## config.mk

```make
export PLATFORM = sky130hd
export DESIGN_NAME = uart_line_echo
export DESIGN_NICKNAME = d
export VERILOG_FILES = /design/src/rtl/uart_line_echo_pkg.sv /design/src/rtl/line_buffer.sv /design/src/rtl/uart_line_echo.sv
export SDC_FILE = /design/constraint.sdc
export NUM_CORES = 1
export LEC_CHECK = 0
export ABC_AREA = 0
export CAP_MARGIN = 5
export CORE_UTILIZATION = 55
export DETAILED_ROUTE_END_ITERATION = 8
export MAX_ROUTING_LAYER = met4
export PLACE_DENSITY = 0.84
export SKIP_LAST_GASP = 1
export SYNTH_ARGS = -nofsm -noshare
export SYNTH_HDL_FRONTEND = slang
export SYNTH_SLANG_ARGS = --single-unit
```

## constraint.sdc

```tcl
create_clock -name clk -period 3.5 [get_ports clk]
set_clock_uncertainty 0.1 [all_clocks]
set_input_delay 0.875 -clock clk [delete_from_list [all_inputs] [get_ports clk]]
set_output_delay 0.875 -clock clk [all_outputs]
set_load 0.02 [all_outputs]
```

## src/rtl/uart_line_echo_pkg.sv

```systemverilog
// uart_line_echo_pkg: shared state encoding and ASCII constants for the line echo controller.
package uart_line_echo_pkg;

    typedef enum logic [1:0] {RX, TX_ISSUE, TX_WAIT_HI, TX_WAIT_LO} state_t;

    localparam logic [7:0] ASCII_LF      = 8'h0A;
    localparam logic [7:0] ASCII_LOWER_A = 8'h61;
    localparam logic [7:0] ASCII_LOWER_Z = 8'h7A;
    localparam logic [7:0] CASE_OFFSET   = 8'h20;

    function automatic logic [7:0] to_upper(input logic [7:0] b);
        return (b >= ASCII_LOWER_A && b <= ASCII_LOWER_Z) ? b - CASE_OFFSET : b;
    endfunction

endpackage

```

## src/rtl/line_buffer.sv

```systemverilog
// line_buffer: DEPTH x 8 storage, synchronous write, combinational read.
module line_buffer #(
    parameter int DEPTH = 16,
    parameter int AW    = $clog2(DEPTH)
) (
    input  logic          clk,
    input  logic          i_wr_en,
    input  logic [AW-1:0] i_wr_addr,
    input  logic [7:0]    i_wr_data,
    input  logic [AW-1:0] i_rd_addr,
    output logic [7:0]    o_rd_data
);

    logic [7:0] r_mem [DEPTH];

    always_ff @(posedge clk) begin
        if (i_wr_en) r_mem[i_wr_addr] <= i_wr_data;
    end

    assign o_rd_data = r_mem[i_rd_addr];

endmodule

```

## src/rtl/uart_line_echo.sv

```systemverilog
// uart_line_echo: buffers a received line, then replays it through uart_tx.
// Define UART_LINE_ECHO_UPPERCASE_EN to transmit a-z as A-Z.
module uart_line_echo
    import uart_line_echo_pkg::*;
#(
    parameter int         DEPTH     = 16,
    parameter logic [7:0] TERM_CHAR = ASCII_LF,
    parameter int         CNT_W     = $clog2(DEPTH+1)
) (
    input  logic             clk,
    input  logic             reset,
    input  logic [7:0]       rx_data,
    input  logic             rx_valid,
    input  logic             tx_busy,
    output logic [7:0]       tx_data,
    output logic             tx_send,
    output logic             rx_ready,
    output logic             line_done,
    output logic [CNT_W-1:0] line_len,
    output logic             overflow,
    output logic [7:0]       drop_cnt
);

    localparam int AW = $clog2(DEPTH);

    state_t           r_state, w_next;
    logic [CNT_W-1:0] r_wr_ptr, r_rd_ptr, r_line_len;
    logic [7:0]       r_tx_data, r_drop_cnt, w_rd_byte, w_tx_byte;
    logic             r_tx_send, r_line_done, r_overflow;
    logic             w_wr_en, w_flush, w_issue, w_end, w_last, w_drop;

    line_buffer #(.DEPTH(DEPTH), .AW(AW)) u_buf (
        .clk       (clk),
        .i_wr_en   (w_wr_en),
        .i_wr_addr (r_wr_ptr[AW-1:0]),
        .i_wr_data (rx_data),
        .i_rd_addr (r_rd_ptr[AW-1:0]),
        .o_rd_data (w_rd_byte)
    );

`ifdef UART_LINE_ECHO_UPPERCASE_EN
    assign w_tx_byte = to_upper(w_rd_byte);
`else
    assign w_tx_byte = w_rd_byte;
`endif

    always_ff @(posedge clk) begin
        if (reset) r_state <= RX;
        else       r_state <= w_next;
    end

    always_comb begin
        w_next = r_state;
        case (r_state)
            RX:         w_next = w_flush ? TX_ISSUE : RX;
            TX_ISSUE:   w_next = w_issue ? TX_WAIT_HI : TX_ISSUE;
            TX_WAIT_HI: w_next = tx_busy ? TX_WAIT_LO : TX_WAIT_HI;
            default:    w_next = w_end ? (w_last ? RX : TX_ISSUE) : TX_WAIT_LO;
        endcase
    end

    // A line ends on the terminator or when the write fills the last entry.
    always_comb begin
        rx_ready = (r_state == RX);
        w_wr_en  = rx_ready && rx_valid;
        w_flush  = w_wr_en && (rx_data == TERM_CHAR || r_wr_ptr == CNT_W'(DEPTH-1));
        w_issue  = (r_state == TX_ISSUE) && !tx_busy && !r_tx_send;
        w_end    = (r_state == TX_WAIT_LO) && !tx_busy;
        w_last   = w_end && (r_rd_ptr >= r_line_len);
        w_drop   = rx_valid && !rx_ready;
    end

    always_ff @(posedge clk) begin
        if (reset) begin
            r_wr_ptr    <= '0;
            r_rd_ptr    <= '0;
            r_line_len  <= '0;
            r_tx_data   <= '0;
            r_tx_send   <= 1'b0;
            r_line_done <= 1'b0;
            r_overflow  <= 1'b0;
            r_drop_cnt  <= '0;
        end else begin
            r_tx_send   <= w_issue;
            r_line_done <= w_last;
            if (w_wr_en) r_wr_ptr <= r_wr_ptr + 1'b1;
            if (w_last) r_wr_ptr <= '0;
            if (w_flush) begin
                r_line_len <= r_wr_ptr + 1'b1;
                r_rd_ptr   <= '0;
            end
            if (w_flush && rx_data != TERM_CHAR) r_overflow <= 1'b1;
            if (w_issue) begin
                r_tx_data <= w_tx_byte;
                r_rd_ptr  <= r_rd_ptr + 1'b1;
            end
            if (w_drop && r_drop_cnt != 8'hFF) r_drop_cnt <= r_drop_cnt + 8'd1;
        end
    end

    assign tx_data   = r_tx_data;
    assign tx_send   = r_tx_send;
    assign line_done = r_line_done;
    assign line_len  = r_line_len;
    assign overflow  = r_overflow;
    assign drop_cnt  = r_drop_cnt;

endmodule

```

==> flow_summary.yaml <==
layout:
  final_cell_area_um2: 7781
  nFillCells: 740
  multi_input_area_um2: 1891
  fin_cells: 613
  drive_gt1_share_pct: 18.51
  syn2layout_area_growth_pct: 17.47
  regArea_um2: 4566
  nNetsFinal: 481
  diodes: 0
clock_network:
  cts-root-buf: "clkbuf_16"
  post_cts_buffers: 0
  cts.clk_slew.worst_paths_ns: 0.06
  clockBufferDepth: 2
  post_cts_resized: 0
  clock_latency_ns: 0.42
  cts_tree: "yes"
  numCtsBuffers: 17
  clock_sinks: 164
  cts_hold_buf: 0
  htree_num_levels: 4
timing:
  setup_viol: 0
  rsz0062_at_grt: "false"
  fin_crit_sh_pct: 74.68
  finalHoldViolCount: 0
  hold_slack_ns: 0.3773
  slew_headroom_pct: 44.26
  fmax_mhz: 382.6
  worst_pin_slew_ns: 0.8330
  drv_slew: 0
  final.setup.tns_ns: 0
  min_period_ns: 2.614
synthesis:
  syn-mean-instance-area_um2: 16.73
  synth_common_cells: "edfxtp_1, nor2_1, dfxtp_1, mux4_2, mux2i_1"
  yosysSeqAreaShare_pct: 68.91
  synth_cell_types: 44
  ys_top_cells_by_area: "edfxtp_1, dfxtp_1, mux4_2"
  syn_nets: 420
  netlist_area_um2: 6624
  ys_ff_latch: 164
  synth_largest_area_cell: "edfxtp_1"
  synth_edf_count: 128
  ys_warn_count: 0
  syn-instance-count: 396
  synth.most_common_cell: "edfxtp_1"
  synth_top_area_share_pct: 58.03
  async_flop_share_pct: 0
  ys.flop_type: "edfxtp_1"
global_routing:
  grt_start_max_net_pins: 36
  grt_pass1_vias: 3982
  grt_usage_pct: 25.30
  antenna_found_initial: 0
  grt-ovfl-total: 0
  grt_first_pass_wirelength_um: 21810
setup_path:
  crit_required_ns: 2.52
  critPathLaunchType: "flop"
  arrival_ns: 1.64
  critPathMaxFanout: 7
  setup.worst_path.class: "reg -> out"
  end_kind: "output port"
placed_design:
  globalplace.congestion: 0.8032
  placed_cell_area_um2: 7221
  dp.cells: 581
  hpwl_um: 8861
  portBuffers: 36
floorplanning:
  io_pins: 37
  coreArea_um2: 11560
  dieArea_um2: 12490
  die_height_um: 111.7
  start_util_pct: 57.28
  die_w_um: 111.7
  fp-row-count: 39
drt:
  drc: 4
  via_count: 3827
  drt_iter0_drc: 333
  drt-pass1-iter-count: 7
  avgViaCountPerCell: 6.243
  wirelength_um: 14200
  wire_per_inst_um: 23.16
  ant_nets: 0
outcome:
  status: "finished, violations left"
  violations: "design-rule violations"
power:
  peakVddDrop_mv: 0.3361
  switching_power_mw: 0.8031
  comb_power_share_pct: 3.2
  totalPowerFinal_mw: 4.002
  leakage_nw: 2.540
  switching_share_pct: 20.07
  intPower_mw: 3.199
  p_clk_share_pct: 43.6
  powerDensity_nw_per_um2: 514.3
  seqPwrFrac_pct: 53.2
flow_run:
  max_cap_viol_count: 0
min_path:
  hold_path.class: "reg -> reg"
metal layers:
layer  global-route usage [%]  wire (um)  share of wire, %  up-vias
li1                         -          -                 -     1669
met1                    29.64       5375                38     1915
met2                    40.17       7098                50      204
met3                    5.934       1046               7.4       39
met4                    14.77        675               4.8        0
met5                        -          0                 0        -
cell type report:
| class | count | share of cell area [%] |
|---|---|---|
| flip-flops and latches | 164 | 58.68 |
| multi-input cells | 202 | 24.30 |
| repair buffers | 60 | 6.946 |
| clock buffers | 24 | 6.625 |
| well taps | 143 | 2.299 |
| clock inverters | 8 | 0.5789 |
| inverters | 12 | 0.5789 |
critical path, cell delays in order, from the launching register on:
cell	delay, ns
dfxtp_1	0.38
nor2_1	0.21
clkdlybuf4s50_1	0.63
cells in the final DEF (no fill, tap or decap), types with 8 or more instances in the layout:
cell type / instances
a21oi_1: 9
mux2i_1: 17
nor2_1: 40
inv_1: 12
clkbuf_16: 20
nand2_1: 14
buf_4: 24
o22ai_1: 9
ha_1: 12
mux4_2: 27
clkdlybuf4s50_1: 36
edfxtp_1: 128
dfxtp_1: 35
a31o_1: 8
logic make-up after synthesis:
kind of cell	synth area share, %
AND/OR/NAND/NOR	5.969
adder cells (fa/ha/maj)	2.267
multiplexers	13.73
XOR/XNOR	1.454
flip-flops	68.91
buffers and inverters	2.550
AO/OA/AOI/OAI	5.119
worst paths after layout:
kind              slack (ns)         end         from  cells past startpoint
setup / recovery        0.89    rx_ready   r_state[1]                      2
hold / removal          0.38  tx_data[7]   tx_data[7]                      1
setup reg to reg        0.95  tx_data[0]  r_rd_ptr[2]                      5
hold reg to reg         0.38  tx_data[7]   tx_data[7]                      1
flip-flops by register name, indices dropped and copies added (netlist names):
register     count
u_buf.r_mem    128
drop_cnt         8
tx_data          8
line_len         5
r_rd_ptr         5
r_wr_ptr         5
r_state          2
line_done        1
overflow         1
tx_send          1
per-stage QoR:
step / setup WS, ns / util, %
4_1_cts: 0.8625 / 67.28
5_1_grt: 0.8146 / 67.28
6_report: 0.8863 / 67.28
3_5_place_dp: 0.5828 / 62.44
3_3_place_gp: 0.6557 / 62.44
2_1_floorplan: 1.050 / -
power groups by stage:
stage	clock network, mW	logic [mW]	registers [mW]
after floorplan	0	0.0516	2.17
after global placement	0	0.118	2.17
after detailed placement	0	0.122	2.17
after CTS	1.76	0.126	2.13
after global routing	1.84	0.135	2.13
final	1.75	0.128	2.13
Power figures use the tool's default switching activity.
